[src/rtl/tri_feeder_if.sv]
// Triangle feeder bus: upstream triangle handshake, rasterizer
// vertex/point signals and the captured per-triangle results.
interface tri_feeder_if;
    logic        tri_valid;
    logic        tri_ready;
    logic [17:0] tri_data;
    logic        nt;
    logic [2:0]  xi;
    logic [2:0]  yi;
    logic        busy;
    logic        po;
    logic [2:0]  xo;
    logic [2:0]  yo;
    logic [63:0] bitmap;
    logic [6:0]  pix_cnt;
    logic        dup_err;
    logic        timeout;
    logic        frame_done;

    modport slave (
        input  tri_valid, tri_data, busy, po, xo, yo,
        output tri_ready, nt, xi, yi, bitmap, pix_cnt,
               dup_err, timeout, frame_done
    );

    modport master (
        output tri_valid, tri_data, busy, po, xo, yo,
        input  tri_ready, nt, xi, yi, bitmap, pix_cnt,
               dup_err, timeout, frame_done
    );
endinterface

[src/rtl/tri_feeder.sv]
// Feeds one triangle's vertices to a rasterizer, then collects the
// rasterized points into a 8x8 bitmap with duplicate/timeout flags.
module tri_feeder #(
    parameter int unsigned TIMEOUT = 255
) (
    input logic         clk,
    input logic         reset,
    tri_feeder_if.slave bus
);
    typedef enum logic [2:0] {
        IDLE, SEND1, SEND2, SEND3, COLLECT, DONE
    } state_t;

    state_t      state;
    logic [17:0] vtx;
    logic [7:0]  timer;
    logic        saw_busy;
    logic [63:0] bitmap;
    logic [6:0]  pix_cnt;
    logic        dup_err;
    logic        timeout;
    logic        frame_done;
    logic        nt;
    logic [2:0]  xi;
    logic [2:0]  yi;

    logic [5:0]  idx;
    logic        fin_busy;
    logic        fin_tmo;

    assign idx      = {bus.yo, bus.xo};
    // saw_busy is the registered history, so a busy=0 in the very
    // cycle busy first rises cannot end the frame.
    assign fin_busy = saw_busy & ~bus.busy;
    assign fin_tmo  = (timer == 8'(TIMEOUT - 1));

    always_ff @(posedge clk or posedge reset) begin
        if (reset) begin
            state      <= IDLE;
            vtx        <= '0;
            timer      <= '0;
            saw_busy   <= 1'b0;
            bitmap     <= '0;
            pix_cnt    <= '0;
            dup_err    <= 1'b0;
            timeout    <= 1'b0;
            frame_done <= 1'b0;
            nt         <= 1'b0;
            xi         <= '0;
            yi         <= '0;
        end else begin
            nt         <= 1'b0;
            xi         <= '0;
            yi         <= '0;
            frame_done <= 1'b0;
            unique case (state)
                IDLE: begin
                    if (bus.tri_valid) begin
                        vtx      <= bus.tri_data;
                        bitmap   <= '0;
                        pix_cnt  <= '0;
                        dup_err  <= 1'b0;
                        timeout  <= 1'b0;
                        saw_busy <= 1'b0;
                        timer    <= '0;
                        nt       <= 1'b1;
                        xi       <= bus.tri_data[17:15];
                        yi       <= bus.tri_data[14:12];
                        state    <= SEND1;
                    end
                end
                SEND1: begin
                    xi       <= vtx[11:9];
                    yi       <= vtx[8:6];
                    saw_busy <= saw_busy | bus.busy;
                    state    <= SEND2;
                end
                SEND2: begin
                    xi       <= vtx[5:3];
                    yi       <= vtx[2:0];
                    saw_busy <= saw_busy | bus.busy;
                    state    <= SEND3;
                end
                SEND3: begin
                    saw_busy <= saw_busy | bus.busy;
                    state    <= COLLECT;
                end
                COLLECT: begin
                    if (bus.po) begin
                        if (bitmap[idx]) begin
                            dup_err <= 1'b1;
                        end else begin
                            bitmap[idx] <= 1'b1;
                            pix_cnt     <= pix_cnt + 7'd1;
                        end
                    end
                    saw_busy <= saw_busy | bus.busy;
                    if (fin_busy) begin
                        frame_done <= 1'b1;
                        state      <= DONE;
                    end else if (fin_tmo) begin
                        timeout    <= 1'b1;
                        frame_done <= 1'b1;
                        state      <= DONE;
                    end else begin
                        timer <= timer + 8'd1;
                    end
                end
                DONE: state <= IDLE;
                default: state <= IDLE;
            endcase
        end
    end

    assign bus.tri_ready  = (state == IDLE);
    assign bus.nt         = nt;
    assign bus.xi         = xi;
    assign bus.yi         = yi;
    assign bus.bitmap     = bitmap;
    assign bus.pix_cnt    = pix_cnt;
    assign bus.dup_err    = dup_err;
    assign bus.timeout    = timeout;
    assign bus.frame_done = frame_done;
endmodule

[src/flat_wrapper.sv]
// flat-port wrapper written by rule: the top's interface ports become plain ports
module tri_feeder_flat 
#(
    parameter int unsigned TIMEOUT = 255
)
  (clk, reset, bus_tri_valid, bus_tri_data, bus_busy, bus_po, bus_xo, bus_yo, bus_tri_ready, bus_nt, bus_xi, bus_yi, bus_bitmap, bus_pix_cnt, bus_dup_err, bus_timeout, bus_frame_done);
  tri_feeder_if bus_i ();
  input logic clk;
  input logic reset;
  input wire logic [$bits(bus_i.tri_valid)-1:0] bus_tri_valid;
  input wire logic [$bits(bus_i.tri_data)-1:0] bus_tri_data;
  input wire logic [$bits(bus_i.busy)-1:0] bus_busy;
  input wire logic [$bits(bus_i.po)-1:0] bus_po;
  input wire logic [$bits(bus_i.xo)-1:0] bus_xo;
  input wire logic [$bits(bus_i.yo)-1:0] bus_yo;
  output wire logic [$bits(bus_i.tri_ready)-1:0] bus_tri_ready;
  output wire logic [$bits(bus_i.nt)-1:0] bus_nt;
  output wire logic [$bits(bus_i.xi)-1:0] bus_xi;
  output wire logic [$bits(bus_i.yi)-1:0] bus_yi;
  output wire logic [$bits(bus_i.bitmap)-1:0] bus_bitmap;
  output wire logic [$bits(bus_i.pix_cnt)-1:0] bus_pix_cnt;
  output wire logic [$bits(bus_i.dup_err)-1:0] bus_dup_err;
  output wire logic [$bits(bus_i.timeout)-1:0] bus_timeout;
  output wire logic [$bits(bus_i.frame_done)-1:0] bus_frame_done;
  assign bus_i.tri_valid = bus_tri_valid;
  assign bus_i.tri_data = bus_tri_data;
  assign bus_i.busy = bus_busy;
  assign bus_i.po = bus_po;
  assign bus_i.xo = bus_xo;
  assign bus_i.yo = bus_yo;
  assign bus_tri_ready = bus_i.tri_ready;
  assign bus_nt = bus_i.nt;
  assign bus_xi = bus_i.xi;
  assign bus_yi = bus_i.yi;
  assign bus_bitmap = bus_i.bitmap;
  assign bus_pix_cnt = bus_i.pix_cnt;
  assign bus_dup_err = bus_i.dup_err;
  assign bus_timeout = bus_i.timeout;
  assign bus_frame_done = bus_i.frame_done;
  tri_feeder #(.TIMEOUT(TIMEOUT)) u_core (.clk(clk), .reset(reset), .bus(bus_i));
endmodule
[config.mk]
export PLATFORM = sky130hd
export DESIGN_NAME = tri_feeder_flat
export DESIGN_NICKNAME = d
export VERILOG_FILES = /design/src/rtl/tri_feeder_if.sv /design/src/rtl/tri_feeder.sv /design/src/flat_wrapper.sv
export SDC_FILE = /design/constraint.sdc
export NUM_CORES = 1
export LEC_CHECK = 0
export CAP_MARGIN = 20
export CORE_MARGIN = 4
export CORE_UTILIZATION = 47
export CTS_BUF_LIST = sky130_fd_sc_hd__clkbuf_2 sky130_fd_sc_hd__clkbuf_4 sky130_fd_sc_hd__clkbuf_8
export DETAILED_ROUTE_END_ITERATION = 8
export PLACE_DENSITY = 0.78
export SYNTH_ARGS = -nofsm -noshare
export SYNTH_HDL_FRONTEND = slang
export SYNTH_SLANG_ARGS = --single-unit
[constraint.sdc]
create_clock -name clk -period 3.4 [get_ports clk]
set_input_delay 0.51 -clock clk [delete_from_list [all_inputs] [get_ports clk]]
set_output_delay 0.51 -clock clk [all_outputs]
set_load 0.01 [all_outputs]
# Yosys cells after proc, flatten, opt, wreduce, memory -nomap -nowiden
# Cells that the tools add are included.
word_totals:
  elab_cells: 82
  input_bits: 29
  regBits: 105
  out_inout_bits: 82
op_classes:
  add_sub_neg: 2
  n_eq_ne: 13
  n_mux: 37
  n_reduce_logical: 12
  n_bitwise: 4
  order_cmp: 2
op_table:
  columns: ["cell", "count"]
  rows:
  - ["64-bit two-way mux", 3]
  - ["64-bit one-hot mux with 2 select lines", 1]
  - ["64-bit bitwise OR", 1]
  - ["8-bit two-way mux", 3]
  - ["7-bit two-way mux", 3]
  - ["3-bit one-hot mux with 3 select lines", 2]
  - ["8-bit one-hot mux with 2 select lines", 1]
  - ["4-bit AND reduction", 4]
  - ["3-bit two-way mux", 5]
  - ["3-bit one-hot mux with 5 select lines", 1]
  - ["7-bit one-hot mux with 2 select lines", 1]
  - ["1-bit two-way mux", 12]
  - ["2-bit inequality test (second input constant)", 5]
  - ["8-bit by 1-bit adder with 8-bit output (second input constant)", 1]
  - ["8-bit equality test (second input constant)", 1]
  - ["7-bit by 1-bit adder with 7-bit output (second input constant)", 1]
  - ["6-bit by 7-bit less-than comparator with 1-bit output (second input constant)", 1]
  - ["1-bit binary-select mux with 6-bit select", 1]
  - ["1-bit demux with 6-bit select", 1]
  - ["3-bit by 2-bit equality test with 1-bit output (second input constant)", 2]
  - ["6-bit by 1-bit >= comparator with 1-bit output (second input constant)", 1]
  - ["1-bit one-hot mux with 2 select lines", 3]
  - ["2-bit AND reduction", 3]
  - ["2-bit by 1-bit inequality test with 1-bit output (second input constant)", 2]
  - ["10 further kinds", 11]

# Logic depth before layout (Yosys ltp)
# Gate-level depths: netlist of the first run.
depth:
  word_depth: 8
  depth_mapped: 9
  ltp_nobuf: 7

# Worst setup path before layout of the first run
# OpenSTA, ideal clock, no wires.
synth_path:
  path_kind: "input -> register"
  start: "input bus_xo[1]"
  end: "register u_core.pix_cnt[3] (netlist: u_core.bus.pix_cnt[3])"
  path_stages: 9
  path_buffers: 3
  required_ns: 3.322
  setup_ns: 0.078
  slack_ns: 0.644
  t_arrival_ns: 2.678
  path_cell_list: "clkbuf_1 > clkbuf_1 > mux4_2 > mux2i_1 > nor2_1 > or3_1 > buf_6 > or4_1 > a21oi_1"
synth_via:
  elab_chain_cells: 4
synth_lines:
  columns: ["item", "line", "text"]
  rows:
  - ["start: declaration", "flat_wrapper.sv:14", "input wire logic [$bits(bus_i.xo)-1:0] bus_xo;"]
  - ["1-bit binary-select mux with 6-bit select", "tri_feeder.sv:90", "if (bitmap[idx]) begin"]
  - ["1-bit two-way mux (implied by the code)", "tri_feeder.sv:90", null]
  - ["2-bit inequality test (no source line)", null, null]
  - ["4-bit AND reduction (no source line)", null, null]
  - ["end signal: assignment", "tri_feeder.sv:94", "pix_cnt <= pix_cnt + 7'd1;"]
  - ["end: declaration", "tri_feeder.sv:19", "logic [6:0] pix_cnt;"]
# No other way between the ends. The select of a mux whose other input is x is not followed.
# A chain may end at the register's enable or synchronous reset.

# Worst setup path after layout of the first run
layout_path:
  start: "input bus_xo[0]"
  end: "register u_core.pix_cnt[5] (netlist: u_core.bus.pix_cnt[5])"
# The elaborated chain is that of the path after synthesis.

==> results of run 1 <==
## power by group
| group | total, mW | internal (mW) | switching, mW |
|---|---|---|---|
| sequential | 1.51 | 1.40 | 0.110 |
| clock | 0.905 | 0.483 | 0.423 |
| combinational | 0.760 | 0.313 | 0.448 |
## worst max-delay path, delay by kind of cell
family | cells | cell delay, ps
and+or+nand+nor | 2 | 1120
buffers and inverters | 2 | 660
muxes | 1 | 560
AOI/OAI and AO/OA | 3 | 470
## logic make-up (layout without fill, tap and decap cells)
group | Yosys count | after routing | share of synthesized area, %
AOI/OAI and AO/OA | 108 | 108 | 16.4
DFF | 105 | 105 | 53.0
adders and majority gates | 3 | 3 | 0.758
buffers and inverters | 47 | 156 | 4.07
muxes | 23 | 23 | 8.41
and+or+nand+nor | 181 | 181 | 16.6
xor gates and xnor gates | 4 | 4 | 0.707
## synthesized netlist by cell type (all sizes together) (2+ instances only)
cell type	count	area share [%]
nand2	114	8.6
dfrtp	105	53
o31ai	63	9.5
clkbuf	23	1.8
inv	13	0.98
mux4	12	6.0
buf	11	1.3
nand3	11	1.1
a21oi	10	1.0
nor2	10	0.76
mux2	8	1.8
or2	7	0.88
or3	7	0.88
a222oi	6	1.2
nor3	6	0.71
a22o	5	0.88
o22ai	5	0.63
a32o	4	0.81
nand2b	4	0.50
nand4	4	0.50
nor2b	4	0.50
nor3b	4	0.61
o21ai	4	0.40
xor2	4	0.71
ha	3	0.76
mux2i	3	0.61
or4	3	0.45
a32oi	2	0.35
and3	2	0.25
o311ai	2	0.35
## per-layer routing
| metal | global-route usage (%) | wire length (µm) |
|---|---|---|
| met5 | 0 | 0 |
| met4 | 4.19 | 125 |
| met3 | 5.68 | 926 |
| met2 | 36.9 | 7010 |
| met1 | 31.2 | 5870 |
## flip-flops by register name, indices dropped and copies added, names as in the netlist
| register | cells |
|---|---|
| u_core.bus.nt | 1 |
| u_core.bus.bitmap | 64 |
| u_core.state | 3 |
| u_core.bus.pix_cnt | 7 |
| u_core.saw_busy | 1 |
| u_core.bus.yi | 3 |
| u_core.bus.dup_err | 1 |
| u_core.bus.frame_done | 1 |
| u_core.bus.xi | 3 |
| u_core.timer | 8 |
| u_core.vtx | 12 |
| u_core.bus.timeout | 1 |
## final cells by class
type                    count  area (µm²)  area share [%]
repair buffers            129        1280            19.7
clock inverters             5         106            1.64
inverters                  13        51.3           0.791
flip-flops and latches    105        2630            40.5
multi-input cells         319        2130            32.8
clock buffers               9         124            1.91
well taps                 136         170            2.62
## worst paths after layout
check | endpoint | cells past startpoint
min in group clk | u_core.vtx[0]$_DFFE_PP0P_ | 2
setup reg to reg | u_core.bus.pix_cnt[5]$_DFFE_PP0P_ | 6
hold / removal | u_core.bus.yi[0]$_DFF_PP0_ | 2
setup / recovery | u_core.bus.pix_cnt[5]$_DFFE_PP0P_ | 8
max in group asynchronous | u_core.bus.pix_cnt[2]$_DFFE_PP0P_ | 3
hold reg to reg | u_core.vtx[0]$_DFFE_PP0P_ | 2
==> metrics.md, run 1 <==
| Metric | Value |
|---|---|
| Status | completed |
| Routed vias/inst | ~6.0 |
| Cts repair resizes | 0 |
| Post-CTS Setup Repair Bufs | 0 |
| Setup violators final | 0 |
| Iter 0 DRT Violations | 419 |
| Worst setup margin | roughly 340 ps |
| CP required | around 3700 ps |
| Routability Congestion | between 0.8 and 0.9 |
| Util after Layout | 63.1% |
| Clk buf depth | 2 |
| Post-Syn Area | 0.00495 mm² |
| CTS tree | yes |
| Clock tree root buffer cell | clkbuf_8 |
| Chip width | 111 µm |
| Pleak | 2.82 nW |
| Final Skew | 14.5 ps |
| Fill cells | ~840 |
| Worst setup path category | input pin to flip-flop |
| Clock Pin Slew Worst Setup and Hold Paths | about 100 ps |
| H-Tree Depth | 3 |
| RSZ-0062 raised after global routing | false |
| Worst Setup End Kind | flip-flop |
| Total power | 3.18 mW |
| Power density over the cells | 490 mW/mm² |
| R2r startpoint | u_core.bus.bitmap[41]$_DFFE_PP0P_ |
| Routed Antenna Nets | 0 |
| Max-slew headroom | 39.3% |
| Post-Syn Nets | around 500 |
| Syn Inst Count | around 470 |
| Clk sinks | between 100 and 150 |
| Largest net degree at the start of global routing | 89 |
| Cell Rows | 37 |
| Post-route insts no fill | around 700 |
| Number of flops mapped to enable cells by yosys | 0 |
| Sequential area share after synthesis | a little over half |
| CTS Hold Bufs | 0 |
| CP startpoint | bus_xo[0] |
| Max Cap Viol | 0 |
| # IOs | 111 |
| Die height | 111 µm |
| DRT Pass-1 Iters | 5 |
| Max frequency | about 330 MHz |
| Hold Slack | ~420 ps |
| Slowest Stage Delay on Critical Path | 570 ps |
| YS warnings | 0 |
| Vias in the first global route | around 4,200 |
| Main synth FF type | dfrtp_1 |
| Final period utilization | between 90% and 100% |
| TritonCTS Buffers | 9 |
| Drt total wl | 13,900 µm |
| Seq cells post-synth | around 110 |
| Slew Limit Fails | 0 |
| Remaining DRCs | 0 |
| Placed Area | ~0.0063 mm² |
| Commonest cells after routing, fill and taps aside | nand2_1, clkdlybuf4s50_1, dfrtp_1, o31ai_1, buf_4 |
| DR WL/cell | between 15 and 20 µm |
| Minimum clock period | between 3000 and 4000 ps |
| Slew at the pin closest to its max-slew limit | 909 ps |
| Final Instance Area | between 0.006 and 0.007 mm² |
| Worst-path maximum fanout | 13 |
| NumNets Final | around 600 |
| FFs w/ async S/R, synth | 100% |
| Synth cell types | 47 |
| Initial antenna violation count | 0 |
| Overflow left after global routing | 0 |
| Most common cell after layout, fill and taps aside | nand2_1 |
| Share of cells above drive strength 1 | about 9.8% |
| Worst EP arrival | ~3300 ps |
| Core area | roughly 0.010 mm² |
| Clk Latency, worst-skew pair | roughly 360 ps |
| Post-DP HPWL | roughly 9600 µm |
| Pre-CTS WS | -25.2 ps |
| First-pass GRT wire length | 22,600 µm |
| P&R area growth vs syn | 31.0% |
| Worst setup SP type | input pin |
| Worst VDD drop | around 400 µV |
| Worst hold path type | input pin to asynchronous set/reset pin |
| Post-Place Cells | around 700 |
| Via count | around 4,300 |
| IO Port Bufs | 110 |
| Cell breakdown of the critical path | clkdlybuf4s50_1 -> buf_12 -> mux4_1 -> a32oi_1 -> o22ai_1 -> or3_1 -> or4_1 -> a21oi_1 |
| Die ar. | roughly 0.012 mm² |
| Diodes inserted | 0 |
| Setup_tns | 0 ps |
| Synthesized area per cell | 10.5 µm² |
| Initial Util | 48.2% |
| R2R Setup Slk | about 800 ps |
| Hold Vio Cnt, Final | 0 |
| GRT Util Overall | between 20% and 30% |
| Slowest CP cell | or4_1 |
No activity file was read; power rests on OpenSTA's default activity.
==> run 2, diff against run 1 <==
Settings changed: CORE_UTILIZATION 47 to 30, PLACE_DENSITY 0.78 to 0.54.
==> run 2 against run 1 <==
Register-to-register slack is essentially flat. Via count down 4.1%. Clock skew about the same. Count of clock-buffer cells in the layout is 3 higher. Power is 4.6% lower. Critical path type unchanged.
==> metrics.md, run 2 (synthesized netlist as in run 1, its figures left out) <==
| Metric | Value |
|---|---|
| Status | completed (unchanged) |
| Clock Pin Slew Worst Setup and Hold Paths | 90 ps (was 100 ps) |
| Clk buf depth | 2 (unchanged) |
| Post-DP HPWL | 10,500 µm (was 9590 µm) |
| Post-route insts no fill | 800 (was 716) |
| Slowest CP cell | or3_1 (was or4_1) |
| Clk Latency, worst-skew pair | 380 ps (was 360 ps) |
| First-pass GRT wire length | 23,900 µm (was 22,600 µm) |
| Cell breakdown of the critical path | clkdlybuf4s50_1 -> buf_4 -> mux4_1 -> a32oi_1 -> o22ai_1 -> or3_1 -> or4_1 -> a21oi_1 (was clkdlybuf4s50_1 -> buf_12 -> mux4_1 -> a32oi_1 -> o22ai_1 -> or3_1 -> or4_1 -> a21oi_1) |
| Placed Area | 0.00639 mm² (was 0.00626 mm²) |
| Storage cell area | 0.00263 mm² (unchanged) |
| CTS Hold Bufs | 0 (unchanged) |
| Crit path max-delay family | simple AND/OR/NAND/NOR gates (unchanged) |
| Largest net degree at the start of global routing | 85 (was 89) |
| Worst-path maximum fanout | 10 (was 13) |
| Overflow left after global routing | 0 (unchanged) |
| Drt total wl | 15,000 µm (was 13,900 µm) |
| Reg with most FFs | u_core.bus.bitmap (unchanged) |
| Diodes inserted | 0 (unchanged) |
| Worst Setup End Kind | flip-flop (unchanged) |
| Worst EP arrival | 3310 ps (was 3340 ps) |
| NumNets Final | 611 (was 609) |
| Core area | 0.0161 mm² (was 0.0103 mm²) |
| Slowest Stage Delay on Critical Path | 560 ps (was 570 ps) |
| Max-slew headroom | 33.3% (was 39.3%) |
| Initial antenna violation count | 0 (unchanged) |
| Hold Slack | 483 ps (was 423 ps) |
| Die ar. | 0.0186 mm² (was 0.0122 mm²) |
| Max Cap Viol | 0 (unchanged) |
| Setup_tns | 0 ps (unchanged) |
| Cell Rows | 46 (was 37) |
| GRT Util Overall | 16.7% (was 22.6%) |
| Power density over the cells | 462 mW/mm² (was 490 mW/mm²) |
| Cts repair resizes | 0 (unchanged) |
| TritonCTS Buffers | 9 (unchanged) |
| Routed Antenna Nets | 0 (unchanged) |
| CP startpoint | bus_xo[0] (unchanged) |
| Routability Congestion | 0.805 (was 0.896) |
| Worst Path Buf+Inv | 2 (unchanged) |
| DR WL/cell | 18.8 µm (was 19.5 µm) |
| Worst setup SP type | input pin (unchanged) |
| Worst VDD drop | 296 µV (was 397 µV) |
| Worst setup margin | 398 ps (was 337 ps) |
| Max frequency | 333 MHz (was 327 MHz) |
| Hold Vio Cnt, Final | 0 (unchanged) |
| Final Instance Area | 0.00657 mm² (was 0.00649 mm²) |
| Minimum clock period | 3000 ps (was 3060 ps) |
| Largest registers | u_core.bus.bitmap (64), u_core.vtx (12), u_core.timer (8) (unchanged) |
| Pre-CTS WS | 22.7 ps (was -25.2 ps) |
| Die height | 137 µm (was 111 µm) |
| Initial Util | 30.9% (was 48.2%) |
| Largest register FFs | 64 (unchanged) |
| Worst hold path type | flip-flop to flip-flop (was input pin to asynchronous set/reset pin) |
| Slew at the pin closest to its max-slew limit | 999 ps (was 909 ps) |
| IO Port Bufs | 110 (unchanged) |
| RSZ-0062 raised after global routing | false (unchanged) |
| CP required | 3700 ps (was 3680 ps) |
| Pleak | 2.82 nW (about the same) |
| Multi-input gate area | 0.00213 mm² (unchanged) |
| Total power | 3.03 mW (was 3.18 mW) |
| Post-CTS Setup Repair Bufs | 0 (unchanged) |
| Util after Layout | 40.9% (was 63.1%) |
| Via count | 4,117 (was 4,291) |
| Post-Place Cells | 784 (was 702) |
| Iter 0 DRT Violations | 419 (unchanged) |
| Hold_sp | u_core.bus.timeout$_DFFE_PP0P_ |
| DRT Pass-1 Iters | 5 (unchanged) |
| Setup violators final | 0 (unchanged) |
| R2r startpoint | u_core.bus.bitmap[11]$_DFFE_PP0P_ (was u_core.bus.bitmap[41]$_DFFE_PP0P_) |
| Vias in the first global route | 4,283 (was 4,202) |
| CTS tree | yes (unchanged) |
| Routed vias/inst | 5.15 (was 5.99) |
| Worst setup path category | input pin to flip-flop (unchanged) |
| Clk sinks | 105 (unchanged) |
| Remaining DRCs | 0 (unchanged) |
| Clock tree root buffer cell | clkbuf_8 (unchanged) |
| Final period utilization | 88.3% (was 90.1%) |
| Commonest cells after routing, fill and taps aside | nand2_1, clkdlybuf4s50_1, dfrtp_1, o31ai_1, buf_4 (unchanged) |
| Fill cells | 1,568 (was 843) |
| # IOs | 111 (unchanged) |
| Chip width | 137 µm (was 111 µm) |
| Slew Limit Fails | 0 (unchanged) |
| Most common cell after layout, fill and taps aside | nand2_1 (unchanged) |
| P&R area growth vs syn | 32.6% (was 31.0%) |
| Final Skew | 14.8 ps (was 14.5 ps) |
| H-Tree Depth | 3 (unchanged) |
| Share of cells above drive strength 1 | 10.4% (was 9.83%) |
==> run 2: cell types whose count changed in the layout (fill, tap and decap cells not counted), sizes merged <==
cell / change
clkbuf: +3
inv: +1
buf: +2
clkinv: +1
bufinv: -3
==> run 2: worst reg2reg max path, stage by stage, from the launching register on <==
cell and delay [ps]:
dfrtp_1 440, mux4_1 490, a32oi_1 220, o22ai_1 130
or3_1 560, or4_1 560, a21oi_1 160
==> run 2: worst paths after layout <==
path / cells past startpoint / slack, ps / endpoint
min: 2 / 480 / u_core.bus.timeout$_DFFE_PP0P_
max reg2reg: 6 / 780 / u_core.bus.pix_cnt[5]$_DFFE_PP0P_
max in group asynchronous: 3 / 2110 / u_core.state[0]$_DFFE_PP0P_
max: 8 / 400 / u_core.bus.pix_cnt[5]$_DFFE_PP0P_
min in group asynchronous: 2 / 550 / u_core.bus.bitmap[55]$_DFFE_PP0P_
min reg2reg: 2 / 480 / u_core.bus.timeout$_DFFE_PP0P_
==> run 2: report_power, final <==
part | internal [mW] | switching, mW | total (mW)
Sequential | 1.40 | 0.108 | 1.51
Combinational | 0.317 | 0.457 | 0.774
Clock | 0.315 | 0.434 | 0.749
==> run 2: final cells by class <==
cell class | count | share of cell area [%]
sequential | 105 | 40.0
multi-input combinational | 319 | 32.4
timing repair buffer | 131 | 19.9
tap | 216 | 4.11
clock buffer | 12 | 2.42
inverter | 13 | 0.781
clock inverter | 4 | 0.400
==> run 2: metal layers <==
layer  track usage, %  wire length (µm)
met1             22.4              6790
met2             27.2              7250
met5                0                 0
met4             4.93               240
met3             3.79               769
==> run 3, diff against run 2 <==
Settings changed: PLACE_DENSITY 0.54 to 0.52.
Clock period 3.4 ns to 3.45 ns, I/O delays scaled along.
==> run 3 against run 2 <==
Clock skew fell by 2.9 ps. Die area did not move. Critical path type unchanged. Largest cell class unchanged. Core utilization fell by 0.29 points. Combinational power fell by 2%. Global-route usage barely moved. Power fell by 3.1%.
==> metrics.md, run 3 (synthesized netlist as in run 1, its figures left out) <==
| Metric | Value |
|---|---|
| Largest register FFs | 64 (unchanged) |
| CP startpoint | bus_xo[0] (unchanged) |
| Clk Latency, worst-skew pair | 390 ps (was 380 ps) |
| Die ar. | 0.0186 mm² (unchanged) |
| Slowest Stage Delay on Critical Path | 580 ps (was 560 ps) |
| Worst-path maximum fanout | 10 (unchanged) |
| Hold Slack | 480 ps (was 483 ps) |
| Worst EP arrival | 3310 ps (about the same) |
| IO Port Bufs | 110 (unchanged) |
| Setup violators final | 0 (unchanged) |
| Iter 0 DRT Violations | 252 (was 419) |
| Slew Limit Fails | 0 (unchanged) |
| Max Cap Viol | 0 (unchanged) |
| Minimum clock period | approximately 3000 ps |
| Drt total wl | 15,200 µm (was 15,000 µm) |
| Worst setup path category | input pin to flip-flop (unchanged) |
| Pleak | 2.79 nW (was 2.82 nW) |
| Initial antenna violation count | 0 (unchanged) |
| Reg with most FFs | u_core.bus.bitmap (unchanged) |
| Worst Setup End Kind | flip-flop (unchanged) |
| Cts repair resizes | 0 (unchanged) |
| Final period utilization | slightly below 90% |
| CTS tree | yes (unchanged) |
| Die height | 137 µm (unchanged) |
| Worst hold path type | flip-flop to flip-flop (unchanged) |
| Worst Path Buf+Inv | 2 (unchanged) |
| Chip width | 137 µm (unchanged) |
| Most common cell after layout, fill and taps aside | nand2_1 (unchanged) |
| Routed vias/inst | 5.23 (was 5.15) |
| Status | completed (unchanged) |
| Post-DP HPWL | 10,500 µm (about the same) |
| Max-slew headroom | 32.1% (was 33.3%) |
| Slew at the pin closest to its max-slew limit | 1020 ps (was 999 ps) |
| DRT Pass-1 Iters | 5 (unchanged) |
| CTS Hold Bufs | 0 (unchanged) |
| Clock Pin Slew Worst Setup and Hold Paths | 90 ps (about the same) |
| Final Skew | 11.9 ps (was 14.8 ps) |
| Max frequency | 333 MHz |
| DR WL/cell | 19.1 µm (was 18.8 µm) |
| R2r startpoint | u_core.bus.bitmap[41]$_DFFE_PP0P_ (was u_core.bus.bitmap[11]$_DFFE_PP0P_) |
| Slowest CP cell | mux4_1 (was or3_1) |
| Cell breakdown of the critical path | clkdlybuf4s50_1 -> buf_4 -> mux4_1 -> a32oi_1 -> o22ai_1 -> or3_1 -> or4_1 -> a21oi_1 (unchanged) |
| Hold_sp | u_core.bus.timeout$_DFFE_PP0P_ (unchanged) |
| Via count | 4,168 (was 4,117) |
| Hold Vio Cnt, Final | 0 (unchanged) |
| First-pass GRT wire length | 23,900 µm (about the same) |
| GRT Util Overall | 16.7% (about the same) |
| Worst setup SP type | input pin (unchanged) |
| P&R area growth vs syn | 31.7% (was 32.6%) |
| # IOs | 111 (unchanged) |
| Power density over the cells | 450 mW/mm² (was 462 mW/mm²) |
| Clk sinks | 105 (unchanged) |
| NumNets Final | 610 (was 611) |
| Routed Antenna Nets | 0 (unchanged) |
| Remaining DRCs | 0 (unchanged) |
| Largest net degree at the start of global routing | 85 (unchanged) |
| Share of cells above drive strength 1 | 9.98% (was 10.4%) |
| Routability Congestion | 0.834 (was 0.805) |
| Clk buf depth | 2 (unchanged) |
| Util after Layout | 40.6% (was 40.9%) |
| Clock tree root buffer cell | clkbuf_8 (unchanged) |
| Crit path max-delay family | simple AND/OR/NAND/NOR gates (unchanged) |
| Worst setup margin | 448 ps (was 398 ps) |
| Final Instance Area | 0.00653 mm² (was 0.00657 mm²) |
| CP required | 3760 ps (was 3700 ps) |
| RSZ-0062 raised after global routing | false (unchanged) |
| Core area | 0.0161 mm² (unchanged) |
| Overflow left after global routing | 0 (unchanged) |
| Largest registers | u_core.bus.bitmap (64), u_core.vtx (12), u_core.timer (8) (unchanged) |
| Post-CTS Setup Repair Bufs | 0 (unchanged) |
| Placed Area | 0.00637 mm² (was 0.00639 mm²) |
| Vias in the first global route | 4,246 (was 4,283) |
| Pre-CTS WS | 51.8 ps (was 22.7 ps) |
| H-Tree Depth | 3 (unchanged) |
| Commonest cells after routing, fill and taps aside | nand2_1, clkdlybuf4s50_1, dfrtp_1, o31ai_1, buf_4 (unchanged) |
| Diodes inserted | 0 (unchanged) |
| Worst VDD drop | 245 µV (was 296 µV) |
| Setup_tns | 0 ps (unchanged) |
| Cell Rows | 46 (unchanged) |
| TritonCTS Buffers | 9 (unchanged) |
| Initial Util | 30.9% (unchanged) |
## run 3: layer usage
| layer | share of wire [%] | global-route usage (%) | routed length [µm] |
|---|---|---|---|
| met2 | 47 | 26.6 | 7220 |
| met4 | 1.1 | 4.09 | 168 |
| met3 | 6.4 | 4.01 | 981 |
| met1 | 45 | 23.1 | 6850 |
| met5 | 0 | 0 | 0 |
## run 3: through the flow
step                      total power [mW]  cells
after detailed placement              2.28    783
after floorplan                       1.95    471
after global routing                  3.12    797
final                                 2.94    797
after CTS                             2.98    797
after global placement                2.27    783
## run 3: area by class of cell
class | count | area (µm²)
multi-input combinational | 319 | 2130
sequential | 105 | 2630
clock buffer | 11 | 139
inverter | 13 | 51.3
timing repair buffer | 130 | 1290
fill | 1580 | 9530
clock inverter | 3 | 20.0
tap | 216 | 270
## run 3: final timing paths
| check | end | slack [ps] | cells after the start |
|---|---|---|---|
| worst min-delay path | u_core.bus.timeout$_DFFE_PP0P_ | 480 | 2 |
| worst max-delay path | u_core.bus.pix_cnt[5]$_DFFE_PP0P_ | 450 | 8 |
| max in group asynchronous | u_core.timer[7]$_DFFE_PP0P_ | 2170 | 3 |
| min in group asynchronous | u_core.bus.bitmap[55]$_DFFE_PP0P_ | 530 | 2 |
| worst max register to register | u_core.bus.pix_cnt[5]$_DFFE_PP0P_ | 840 | 6 |
| worst min register to register | u_core.bus.timeout$_DFFE_PP0P_ | 480 | 2 |
## run 3: worst min-delay path, cell delays in order (launching register included)
cell and delay [ps]:
dfrtp_1 350, nand2_1 50, o31ai_1 50
## run 3: report_power, final
group / internal, mW / switching [mW]
Clock: 0.270 / 0.424
Sequential: 1.38 / 0.106
Combinational: 0.309 / 0.447
